--- config.mk ---
export PLATFORM = sky130hd
export DESIGN_NAME = axi_10g_ethernet_0_link_ctrl_flat
export DESIGN_NICKNAME = d
export VERILOG_FILES = /design/src/rtl/axi_10g_ethernet_0_link_ctrl_if.sv /design/src/rtl/axi_10g_ethernet_0_link_ctrl.sv /design/src/flat_wrapper.sv
export SDC_FILE = /design/constraint.sdc
export NUM_CORES = 1
export LEC_CHECK = 0
export CAP_MARGIN = 10
export CORE_ASPECT_RATIO = 1.5
export CORE_MARGIN = 2
export CORE_UTILIZATION = 48
export DETAILED_ROUTE_END_ITERATION = 8
export PLACE_DENSITY = 0.86
export SLEW_MARGIN = 0
export SYNTH_ARGS = -nofsm -noshare
export SYNTH_HDL_FRONTEND = slang
export SYNTH_SLANG_ARGS = --single-unit
--- constraint.sdc ---
create_clock -name coreclk -period 7.7 [get_ports coreclk]
set_input_delay 1.54 -clock coreclk [delete_from_list [all_inputs] [get_ports coreclk]]
set_output_delay 1.54 -clock coreclk [all_outputs]
set_load 0.01 [all_outputs]
--- src/rtl/axi_10g_ethernet_0_link_ctrl_if.sv ---
// axi_10g_ethernet_0_link_ctrl_if: pause request stream toward the MAC
interface axi_10g_ethernet_0_link_ctrl_if;
    logic [15:0] s_axis_pause_tdata;
    logic        s_axis_pause_tvalid;
    modport master(output s_axis_pause_tdata, s_axis_pause_tvalid);
    modport slave(input s_axis_pause_tdata, s_axis_pause_tvalid);
endinterface

--- src/rtl/axi_10g_ethernet_0_link_ctrl.sv ---
// axi_10g_ethernet_0_link_ctrl: 10G link bring-up/teardown sequencer with hysteretic pause generation
module axi_10g_ethernet_0_link_ctrl #(
    parameter int          STABLE_CYCLES = 1024,
    parameter int          LOCK_TIMEOUT  = 1048576,
    parameter int          RESET_PULSE   = 64,
    parameter int          MAX_FRAME     = 1518,
    parameter logic [15:0] PAUSE_QUANTA  = 16'hFFFF,
    parameter int          PAUSE_REFRESH = 32768,
    parameter int          LEVEL_W       = 12
) (
    input  logic                coreclk,
    input  logic                aresetn,
    input  logic                enable,
    input  logic                jumbo_en,
    input  logic [47:0]         pause_src_addr,
    input  logic                resetdone,
    input  logic                qplllock,
    input  logic [7:0]          pcspma_status,
    input  logic [2:0]          mac_status_vector,
    input  logic [LEVEL_W-1:0]  rx_fill_level,
    input  logic [LEVEL_W-1:0]  xoff_thresh,
    input  logic [LEVEL_W-1:0]  xon_thresh,
    output logic [79:0]         mac_tx_configuration_vector,
    output logic [79:0]         mac_rx_configuration_vector,
    output logic                tx_axis_aresetn,
    output logic                rx_axis_aresetn,
    output logic                core_reset_req,
    output logic                link_up,
    output logic [2:0]          state_out,
    axi_10g_ethernet_0_link_ctrl_if.master pause
);
    localparam int CMAX = STABLE_CYCLES > RESET_PULSE ? STABLE_CYCLES : RESET_PULSE;
    localparam int CW   = $clog2(CMAX > 16 ? CMAX : 16);
    localparam int TW   = $clog2(LOCK_TIMEOUT);
    localparam int RW   = $clog2(PAUSE_REFRESH);
    typedef enum logic [2:0] {IDLE, WAIT_LOCK, WAIT_BLOCK, STABLE, RELEASE, UP, DOWN, CORE_RST} state_t;
    state_t          state, state_d;
    logic [CW-1:0]   cnt;
    logic [TW-1:0]   tmo;
    logic [RW-1:0]   rcnt;
    logic            en_q, jumbo_q, xoff_active;
    logic [47:0]     addr_q;
    logic            blk, lf, good, fall, tmo_exp;
    logic            link_d, tx_en_d, rx_en_d, axis_d, latch;
    logic            run, hi, lo, xoff_send, xon_send;
    logic            unused_status;
    assign unused_status = ^{pcspma_status[7:1], mac_status_vector[2]};
    assign blk     = pcspma_status[0];
    assign lf      = mac_status_vector[0];
    assign good    = blk & ~lf & ~mac_status_vector[1];
    assign fall    = en_q & ~enable;
    assign tmo_exp = tmo == TW'(LOCK_TIMEOUT - 1);
    always_comb begin
        state_d = state;
        case (state)
            IDLE:       state_d = enable ? WAIT_LOCK : IDLE;
            WAIT_LOCK:  state_d = (qplllock & resetdone) ? WAIT_BLOCK : tmo_exp ? CORE_RST : WAIT_LOCK;
            WAIT_BLOCK: state_d = good ? STABLE : tmo_exp ? CORE_RST : WAIT_BLOCK;
            STABLE:     state_d = !good ? WAIT_BLOCK : cnt == CW'(STABLE_CYCLES - 1) ? RELEASE : STABLE;
            RELEASE:    state_d = cnt == CW'(15) ? UP : RELEASE;
            UP:         state_d = (!blk || lf || !enable) ? DOWN : UP;
            DOWN:       state_d = cnt == CW'(7) ? (enable ? WAIT_BLOCK : IDLE) : DOWN;
            default:    state_d = cnt == CW'(RESET_PULSE - 1) ? WAIT_LOCK : CORE_RST;
        endcase
        if (fall && state != UP && state != CORE_RST) state_d = IDLE;
    end
    // RX enable trails TX by one cycle on teardown; AXIS resets reassert on the 4th DOWN cycle
    always_comb begin
        link_d  = state_d == UP;
        tx_en_d = state_d == UP;
        rx_en_d = state_d == UP || (state == UP && state_d == DOWN);
        axis_d  = state_d == RELEASE || state_d == UP || (state_d == DOWN && (state == UP || cnt < CW'(3)));
        latch   = state_d == WAIT_LOCK && state != WAIT_LOCK;
        run       = state == UP && state_d == UP;
        hi        = rx_fill_level >= xoff_thresh;
        lo        = rx_fill_level <= xon_thresh;
        xoff_send = run && !pause.s_axis_pause_tvalid && ((hi && !xoff_active) || (xoff_active && rcnt == '0));
        xon_send  = run && !pause.s_axis_pause_tvalid && !xoff_send && xoff_active && lo && !hi;
    end
    always_ff @(posedge coreclk or negedge aresetn) begin
        if (!aresetn) begin
            state                       <= IDLE;
            cnt                         <= '0;
            tmo                         <= '0;
            en_q                        <= 1'b0;
            jumbo_q                     <= 1'b0;
            addr_q                      <= '0;
            state_out                   <= '0;
            link_up                     <= 1'b0;
            tx_axis_aresetn             <= 1'b0;
            rx_axis_aresetn             <= 1'b0;
            core_reset_req              <= 1'b0;
            mac_tx_configuration_vector <= '0;
            mac_rx_configuration_vector <= '0;
        end else begin
            state                       <= state_d;
            cnt                         <= state_d != state ? '0 : cnt + CW'(1);
            tmo                         <= (state == WAIT_LOCK || state == WAIT_BLOCK) ? tmo + TW'(1) : state == STABLE ? tmo : '0;
            en_q                        <= enable;
            jumbo_q                     <= latch ? jumbo_en : jumbo_q;
            addr_q                      <= latch ? pause_src_addr : addr_q;
            state_out                   <= state_d;
            link_up                     <= link_d;
            tx_axis_aresetn             <= axis_d;
            rx_axis_aresetn             <= axis_d;
            core_reset_req              <= state_d == CORE_RST;
            mac_tx_configuration_vector <= {addr_q, 1'b0, 15'(MAX_FRAME), 1'b0, ~jumbo_q, 8'b0, 1'b1, jumbo_q, 2'b0, tx_en_d, 1'b0};
            mac_rx_configuration_vector <= {48'b0, 1'b0, 15'(MAX_FRAME), 1'b0, ~jumbo_q, 8'b0, 1'b1, jumbo_q, 2'b0, rx_en_d, 1'b0};
        end
    end
    always_ff @(posedge coreclk or negedge aresetn) begin
        if (!aresetn) begin
            xoff_active               <= 1'b0;
            rcnt                      <= '0;
            pause.s_axis_pause_tvalid <= 1'b0;
            pause.s_axis_pause_tdata  <= '0;
        end else begin
            xoff_active               <= run && (xoff_send || (xoff_active && !xon_send));
            rcnt                      <= !run ? '0 : xoff_send ? RW'(PAUSE_REFRESH - 1) : rcnt != '0 ? rcnt - RW'(1) : '0;
            pause.s_axis_pause_tvalid <= xoff_send || xon_send;
            pause.s_axis_pause_tdata  <= xoff_send ? PAUSE_QUANTA : xon_send ? 16'h0 : pause.s_axis_pause_tdata;
        end
    end
endmodule

--- src/flat_wrapper.sv ---
// flat-port wrapper written by rule: the top's interface ports become plain ports
module axi_10g_ethernet_0_link_ctrl_flat 
#(
    parameter int          STABLE_CYCLES = 1024,
    parameter int          LOCK_TIMEOUT  = 1048576,
    parameter int          RESET_PULSE   = 64,
    parameter int          MAX_FRAME     = 1518,
    parameter logic [15:0] PAUSE_QUANTA  = 16'hFFFF,
    parameter int          PAUSE_REFRESH = 32768,
    parameter int          LEVEL_W       = 12
)
  (coreclk, aresetn, enable, jumbo_en, pause_src_addr, resetdone, qplllock, pcspma_status, mac_status_vector, rx_fill_level, xoff_thresh, xon_thresh, mac_tx_configuration_vector, mac_rx_configuration_vector, tx_axis_aresetn, rx_axis_aresetn, core_reset_req, link_up, state_out, pause_s_axis_pause_tdata, pause_s_axis_pause_tvalid);
  axi_10g_ethernet_0_link_ctrl_if pause_i ();
  input  logic coreclk;
  input  logic aresetn;
  input  logic enable;
  input  logic jumbo_en;
  input  logic [47:0] pause_src_addr;
  input  logic resetdone;
  input  logic qplllock;
  input  logic [7:0] pcspma_status;
  input  logic [2:0] mac_status_vector;
  input  logic [LEVEL_W-1:0] rx_fill_level;
  input  logic [LEVEL_W-1:0] xoff_thresh;
  input  logic [LEVEL_W-1:0] xon_thresh;
  output logic [79:0] mac_tx_configuration_vector;
  output logic [79:0] mac_rx_configuration_vector;
  output logic tx_axis_aresetn;
  output logic rx_axis_aresetn;
  output logic core_reset_req;
  output logic link_up;
  output logic [2:0] state_out;
  output wire logic [$bits(pause_i.s_axis_pause_tdata)-1:0] pause_s_axis_pause_tdata;
  output wire logic [$bits(pause_i.s_axis_pause_tvalid)-1:0] pause_s_axis_pause_tvalid;
  assign pause_s_axis_pause_tdata = pause_i.s_axis_pause_tdata;
  assign pause_s_axis_pause_tvalid = pause_i.s_axis_pause_tvalid;
  axi_10g_ethernet_0_link_ctrl #(.STABLE_CYCLES(STABLE_CYCLES), .LOCK_TIMEOUT(LOCK_TIMEOUT), .RESET_PULSE(RESET_PULSE), .MAX_FRAME(MAX_FRAME), .PAUSE_QUANTA(PAUSE_QUANTA), .PAUSE_REFRESH(PAUSE_REFRESH), .LEVEL_W(LEVEL_W)) u_core (.coreclk(coreclk), .aresetn(aresetn), .enable(enable), .jumbo_en(jumbo_en), .pause_src_addr(pause_src_addr), .resetdone(resetdone), .qplllock(qplllock), .pcspma_status(pcspma_status), .mac_status_vector(mac_status_vector), .rx_fill_level(rx_fill_level), .xoff_thresh(xoff_thresh), .xon_thresh(xon_thresh), .mac_tx_configuration_vector(mac_tx_configuration_vector), .mac_rx_configuration_vector(mac_rx_configuration_vector), .tx_axis_aresetn(tx_axis_aresetn), .rx_axis_aresetn(rx_axis_aresetn), .core_reset_req(core_reset_req), .link_up(link_up), .state_out(state_out), .pause(pause_i));
endmodule
==> flow_results.org, run 1 <==
** Critical path
- STA puts the critical path data arrival time at ~4.7 ns.
- Cell Chain, Critical Path :: clkdlybuf4s50_1, or3b_2, nor2_1, a211oi_1, a2111oi_4, nor2b_2, or4b_2, buf_4, mux2_4
- The slowest stage of the critical path is the or4b_2 cell.
- WS Path Type :: in -> reg
- At the worst endpoint, the required time is 8.01 ns.
- In this run the worst setup path begins at pcspma_status[0].
- Along the worst path, the maximum fanout reaches 49.
- Endpoint kind of the worst setup timing path :: flop
- The startpoint identified for the worst register-to-register timing path is u_core.cnt[7]$_DFF_PN0_.
- Startpoint type of the worst setup path :: primary input
- On the worst path, the slowest cell contributes a delay of 0.69 ns.
- Buffers plus inverters on the worst setup path :: 2
- The kind of cell with the highest combined delay along the critical path is simple AND/OR/NAND/NOR gates.

** Power
- Largest voltage drop on the vdd net :: 154 uV
- Power share of the clock group :: 28.2%
- Internal power :: roughly 2 mW
- NetSw :: 0.801 mW
- Leak :: approximately 4.4 nW
- Per report_power, the combinational group accounts for 28.4% of the total.
- In this run, flip-flops and latches consume approximately 44% of the power.
- Power density of the placed cells :: roughly 290 nW/um^2
- The design draws between 2 and 3 mW.
- Of the total power, the share spent switching nets is 28.4%.

** Layout
- Commonest cells after routing, fill and taps aside :: clkdlybuf4s50_1 (187), dfrtp_1 (156), conb_1 (89)
- For this run, the post-layout net count is 954.
- Growth of design area from synthesis to finish :: 27.0%
- Storage cell area :: 3900 sq um
- Layout Utilization :: between 60% and 70%
- Leaving out fill and tap cells, the most frequent cell in the layout is clkdlybuf4s50_1.
- Antenna diode count :: 0
- Share of layout cells above drive strength 1 :: 10.7%
- Counting the fill cells in the layout gives ~1.3k.
- Multi-input gate area in the final layout :: 2840 sq um

** Timing
- For the final routed database, the setup TNS stands at 0 ns.
- The final critical path takes up 57.4% of the cycle.
- Setup violations remaining at the end of the flow were counted as 0.
- For the final database, setup skew stands at between 0.009 and 0.01 ns.
- Final hold viol count :: 0
- Post-route worst hold slack :: 0.369 ns
- Crit path time final :: 4.42 ns
- In this run the tightest slew margin relative to its limit is between 30% and 40%.
- The final count of pins violating max slew is 0.
- For this run, the top clock speed supported by timing is 226 MHz.
- Setup repair after global routing left no endpoint under its margin.
- Worst slew pin tran :: 0.988 ns

** Place
- Number of buffer cells added on primary ports :: 188
- The wire-length estimate of the detail-placed layout is about 11,000 microns.
- Placer congestion estimate :: between 0.8 and 0.9

** Yosys
- Yosys printed 0 warnings.
- The most used flip-flop cell after synthesis is dfrtp_1.
- The synthesized netlist contains 56 unique library cells.
- Share of synthesized area occupied by flip-flops and latches :: about half
- The average instance in the mapped netlist occupies 11.3 sq um.
- Cell count after synthesis :: 668
- The synthesized design spends more area on one cell type than any other, namely dfrtp_1.
- Synth async-reset ratio :: 100%
- After synthesis, the largest area contributor takes up about half of total cell area.
- Biggest area contributors in the synthesized netlist :: dfrtp_1 (52%), buf_4 (12%), mux2_2 (5.8%)
- Mapped Area :: 7560 sq um
- #FFs+latches synth :: 156
- Number of enable flip-flop cells after synthesis :: 0

** Floorplan
- The initial utilization of the core area, before any placement, comes to 48.6%.
- Die Width :: 106 microns
- Row generation in the floorplan step produced 56 rows.
- Num ports :: 285
- Height of the die :: between 150 and 200 microns
- The die covers 16,800 sq um.
- The floorplan step defined a core boundary enclosing 15,600 sq um.

** CTS
- CTS placed an instance of clkbuf_16 at the clock tree root.
- Hold repair after CTS inserted 0 buffers.
- The tree built by TritonCTS fans out to 156 sinks.
- Clock-pin slew was measured on the worst setup and hold paths at 0.07 ns.
- Clock network latency to the later pin of the worst-skew pair :: 0.43 ns
- The number of clock buffers added by TritonCTS is 17.
- Setup bufs post-CTS :: 0
- Gates resized during post-CTS repair numbered 0.
- The clock passes through at most 2 buffers.
- TritonCTS built the clock tree.
- H-tree lvl count :: 4

** Drt
- Detail-routed via count per cell :: 4.83
- For this block, the routed nets add up to 14,800 microns of wire.
- DR iter-0 viols :: ~140
- Residual DRC :: 0
- Pre-Repair DR Iteration Count :: 4
- Once detail routing completed, the nets flagged for antenna violations numbered 0.
- Vias after detailed routing :: 5,028
- WL per Instance :: 14.2 microns

** GRT
- Global-route wire length before repair :: 23,100 microns
- Number of global-route vias before repair :: 4,950
- Maximum number of pins on one net before global-route repair :: 92
- Summed over all layers, the global routing overflow is 0.
- Antenna violations before repair :: 0
- GR Util All Layers :: 17.4%

** Run
- Max-cap violation count :: 0

** Status
- The run finished with clean final reports.

** Min path
- In this run the worst hold path is classified as reg -> reg.
- The startpoint identified for the worst hold timing path is u_core.addr_q[24]$_DFFE_PN0P_.
per-stage QoR:
stage / cell area [sq um] / std cells / setup slack (ns)
floorplan: 7890 / 755 / 3.72
finish: 9600 / 1042 / 3.28
CTS: 9600 / 1041 / 3.32
detailed placement: 9030 / 1009 / 2.87
global route: 9600 / 1042 / 3.17
global placement: 9030 / 1009 / 2.92
logic make-up (layout without fill, tap and decap cells):
kind of cell             after synthesis  in the layout  share of synthesized area, %
buffers and inverters                176            260                          15.1
flip-flops                           156            156                          51.6
AND/OR/NAND/NOR                      147            147                          10.3
AO/OA/AOI/OAI                         76             76                          6.49
multiplexers                          50             50                          7.93
XOR/XNOR                              34             34                          3.94
adder cells (fa/ha/maj)               27             27                          4.47
other                                  2             89                        0.0994
state kept, by name, summed over array words and instances (netlist names):
name	cells
u_core.mac_tx_configuration_vector	52
u_core.addr_q	48
u_core.tmo	20
u_core.rcnt	15
u_core.cnt	10
u_core.state_out	3
u_core.core_reset_req	1
u_core.en_q	1
u_core.jumbo_q	1
u_core.mac_rx_configuration_vector	1
u_core.pause.s_axis_pause_tdata	1
u_core.pause.s_axis_pause_tvalid	1
u_core.tx_axis_aresetn	1
u_core.xoff_active	1
power by group through the flow:
stage / combinational, mW / clock [mW] / sequential [mW]
6_report: 0.800 / 0.795 / 1.23
5_1_grt: 0.861 / 0.852 / 1.26
4_1_cts: 0.809 / 0.814 / 1.23
3_5_place_dp: 0.803 / 0 / 1.24
3_3_place_gp: 0.785 / 0 / 1.22
2_1_floorplan: 0.364 / 0 / 1.28
cell usage after synthesis (2+ instances only):
library cell  count
a211oi_1          2
a21o_1            4
a21oi_1          19
a22o_1            2
a22oi_1           2
a31oi_1           2
and2_1            5
and3_1            3
and4_1            3
buf_2             3
buf_4           124
buf_6             2
clkbuf_1         10
conb_1            2
dfrtp_1         156
ha_1             27
inv_1            37
mux2_2           39
mux2_4           10
nand2_1          22
nand2b_1          2
nand3_1          17
nand3b_1          2
nand4_1          13
nor2_1           36
nor2b_1           2
nor3_1           18
nor3b_1           4
nor4_1            6
o211ai_1          3
o21a_1            4
o21ai_0          26
o311a_1           2
or3_1             5
xnor2_1          15
xor2_1           19
path summary, 6_finish.rpt:
kind,cells past startpoint,end,slack (ns)
setup / recovery,9,u_core.addr_q[39]$_DFFE_PN0P_,3.28
hold / removal,0,u_core.mac_tx_configuration_vector[56]$_DFF_PN0_,0.37
setup reg to reg,8,u_core.addr_q[39]$_DFFE_PN0P_,4.22
hold reg to reg,0,u_core.mac_tx_configuration_vector[56]$_DFF_PN0_,0.37
max in group asynchronous,2,u_core.tx_axis_aresetn$_DFF_PN0_,5.18
min in group asynchronous,1,u_core.mac_tx_configuration_vector[69]$_DFF_PN0_,1.18
worst reg2reg max path: stages (launching register included):
cell       delay [ns]
dfrtp_1          0.46
nor4_4           0.40
nand2_1          0.14
o311a_1          0.38
a2111oi_4        0.39
nor2b_2          0.11
or4b_2           0.69
buf_4            0.37
mux2_4           0.43
final cells by class:
class                           instances  area share [%]
Clock inverter                         14            1.41
Inverter                               37            1.45
Tap cell                              203            2.64
Sequential cell                       156            40.7
Multi-Input combinational cell        423            29.5
Clock buffer                           18            4.47
Timing Repair Buffer                  191            19.8
routing by layer:
metal  up-vias  wire (microns)  part of all wire [%]  global-route usage [%]
li1       2380               -                     -                       -
met5         -               0                     0                       0
met3        34             718                   4.9                    4.08
met2       177            8520                    58                    32.8
met1      2437            5030                    34                    17.6
met4         0             498                   3.4                    9.65
(Power assumes the default switching activity.)
==> inputs of run 2 (changes only) <==
- CORE_UTILIZATION: 48 -> 45
- PLACE_DENSITY: 0.86 -> 0.81
- clock period: 7.7 -> 4.3 ns (I/O delays scaled with it)
==> flow_results.org, run 2 (synthesized netlist as in run 1, its figures left out) <==
** CTS
- Clock edge transition at the registers on the reported setup and hold paths :: 0.07 ns (about the same)
- The largest buffer count on any clock path came to 2 (unchanged).
- The total clock sinks was 156 (unchanged).
- H-tree lvl count :: 4 (unchanged)
- Clock network latency to the later pin of the worst-skew pair :: 0.43 ns (about the same)
- CTS placed an instance of clkbuf_16 at the clock tree root.
- Post-CTS Hold Buffers :: 0 (unchanged)
- TritonCTS built the clock tree.
- Number of buffers created by CTS :: 17 (unchanged)
- Setup bufs post-CTS :: 0 (unchanged)
- The post-cts gate resize count was 0 (unchanged).

** Power
- The net switching share of the total power came to 28.3% (-0.051 points).
- Internal power :: 3.70 mW (+83%)
- Leak :: 4.46 nW (+0.73%)
- Combinational share of power :: 28.1% (-0.3 points)
- Share of power burned in registers :: 42.6% (-0.9 points)
- The largest voltage drop on the vdd net is 306 uV (+99%).
- Power density of the placed cells :: 533 nW/um^2 (+81%)
- The net switching power figure was 1.46 mW (+83%).
- The clock share of power is 29.3% (+1.1 points).

** Timing
- Of the available clock period, the critical path in the final layout requires 82.5%.
- Final hold viol count :: 0 (unchanged)
- Peak Freq :: between 200 and 300 MHz
- The worst path needs around 3.5 ns of the cycle, external delays included.
- The setup clock skew after layout was 0.00922 ns (-0.000626 ns).
- Pins Over Slew Limit :: 0 (unchanged)
- The setup TNS after final layout is 0 ns (unchanged).
- The worst relative slew slack was 41.3% (+7.2 points).
- The transition at the pin with the smallest max-transition slack came to 0.880 ns (-0.108 ns).
- Number of failing setup endpoints in the final timing report :: 0 (unchanged)
- Setup repair after global routing left no endpoint under its margin.

** GRT
- GR Util All Layers :: 17.3% (-0.19 points)
- The initial antenna violation count was 0 (unchanged).
- Number of global-route vias before repair :: 5,100 (+3.0%)
- The met2 usage came to 31.3% (-1.5 points).
- After global routing, the most crowded layer is met2.
- GRT met3 Usage :: 3.80% (-0.27 points)
- The global-route wire length before repair came to 23,900 microns (+3.4%).
- The global route total overflow is 0 (unchanged).
- Met1 track demand over resource :: 17.7% (+0.088 points)
- Maximum number of pins on one net before global-route repair :: 101 (+9.8%)

** Critical path
- The worst setup path is of the in -> reg kind.
- The data arrival time at the worst-slack endpoint is 3.85 ns (-0.88 ns).
- The critical path required time was 4.60 ns (-3.41 ns).
- The critical path buffer and inverter count was 2 (unchanged).
- Critical-path top delay cell :: or4b_2
- Critical path peak fanout :: 49 (unchanged)
- Crit path max-delay family :: simple AND/OR/NAND/NOR gates
- The worst setup path is captured at a flop.
- Startpoint type of the worst setup path :: primary input
- Traced cell by cell, the critical path runs through clkdlybuf4s50_1, or3b_2, nor2_1, a211oi_1, a2111oi_4, nor2b_2, or4b_2, buf_12, mux2_2.
- Critical Path Max Stage Delay :: 0.70 ns (about the same)

** Floorplan
- The die boundary width came to 110 microns (+3.2%).
- Area enclosed by the die boundary :: 17,900 sq um (+6.5%)
- The number of rows in the core area is 58 (+3.6%).
- The placeable core area came to 16,600 sq um (+6.8%).
- Num ports :: 285 (unchanged)
- Starting Density :: 45.5% (-3.1 points)
- Height of the die :: 163 microns (+3.2%)

** Drt
- DR iter-0 viols :: 154 (+14%)
- The number of routed nets with antenna violations was 0 (unchanged).
- Total Routed Length :: 14,800 microns (+0.35%)
- The DRC violations left came to 0 (unchanged).
- The post-detailed-route via-to-cell ratio was 4.79 (-0.64%).
- Vias after detailed routing :: 5,039 (+0.22%)
- WL per Instance :: 14.1 microns (-0.51%)
- Pre-Repair DR Iteration Count :: 5 (+1)

** Place
- The number of buffer cells added on primary ports came to 188 (unchanged).
- The post-detailed-placement half-perimeter wirelength is 10,800 microns (+1.5%).
- Placer congestion estimate :: 0.876 (+6.1%)

** Layout
- Register with the most flip-flops :: u_core.mac_tx_configuration_vector
- The layout filler cell count was 1,402 (+12%).
- The largest registers in the layout are u_core.mac_tx_configuration_vector (52), u_core.addr_q (48), u_core.tmo (20).
- Layout Utilization :: 58.3% (-3.4 points)
- The proportion of layout cells with a drive suffix above 1 was 10.9% (+0.21 points).
- The library cell used most frequently in the layout, excluding fill and tap cells, is clkdlybuf4s50_1.
- The net count reported at finish was 956 (+0.21%).
- Flip-flop count of the largest register after layout :: 52 (unchanged)
- The area growth from synthesis to layout is 28.2%.
- The antenna diode count was 0 (unchanged).
- In the layout the commonest cells are clkdlybuf4s50_1 (187), dfrtp_1 (156), conb_1 (89).
- Storage cell area :: 3900 sq um (unchanged)
- The area occupied by multi-input gates was 2840 sq um (unchanged).

** Min path
- The path class of the tightest hold or removal check is reg -> reg.

** Run
- The number of max-cap violations is 0 (unchanged).

** Status
- The run finished with clean final reports.
==> run 2: cell count changes in the layout (fill, tap and decap cells not counted) <==
cell / delta
inv_8: +1
inv_6: +1
clkinv_2: -3
buf_12: +2
bufinv_16: +1
==> run 2: final cells by class <==
type	count	area share, %
Sequential cell	156	40.3
Multi-Input combinational cell	423	29.3
Timing Repair Buffer	193	20.1
Clock buffer	18	4.43
Tap cell	210	2.71
Clock inverter	14	1.76
Inverter	37	1.43
==> run 2: final timing paths <==
| kind | to | cells after the start | start | slack, ns |
|---|---|---|---|---|
| min in group asynchronous | u_core.addr_q[27]$_DFFE_PN0P_ | 1 | aresetn | 0.52 |
| hold / removal | u_core.mac_tx_configuration_vector[58]$_DFF_PN0_ | 0 | u_core.addr_q[26]$_DFFE_PN0P_ | 0.37 |
| setup / recovery | u_core.addr_q[14]$_DFFE_PN0P_ | 9 | pcspma_status[0] | 0.75 |
| setup reg to reg | u_core.addr_q[14]$_DFFE_PN0P_ | 8 | u_core.cnt[6]$_DFF_PN0_ | 1.03 |
| max in group asynchronous | u_core.rcnt[2]$_DFF_PN0_ | 2 | aresetn | 2.91 |
| hold reg to reg | u_core.mac_tx_configuration_vector[58]$_DFF_PN0_ | 0 | u_core.addr_q[26]$_DFFE_PN0P_ | 0.37 |
==> run 2: metrics by stage <==
| stage | power (mW) | cells | cell area [sq um] | setup slack (ns) | hold WS (ns) |
|---|---|---|---|---|---|
| final | 5.16 | 1051 | 9690 | 0.753 | 0.369 |
| after global routing | 5.44 | 1051 | 9690 | 0.647 | 0.367 |
| after CTS | 5.23 | 1050 | 9680 | 0.777 | 0.370 |
| after detailed placement | 3.69 | 1018 | 9080 | 0.337 | 0.357 |
| after global placement | 3.61 | 1018 | 9080 | 0.343 | 0.354 |
| after floorplan | 2.94 | 755 | 7890 | 0.996 | 0.349 |
==> run 2: power groups by stage <==
stage	clock network, mW	registers [mW]	logic [mW]
after detailed placement	0	2.23	1.47
after floorplan	0	2.29	0.653
after global routing	1.61	2.26	1.57
final	1.51	2.20	1.45
after CTS	1.56	2.20	1.47
after global placement	0	2.18	1.43
==> run 2: routing by layer <==
metal	up-vias	share of wire [%]
met1	2442	35
met4	0	4.0
li1	2377	-
met2	178	57
met5	-	0
met3	42	4.3
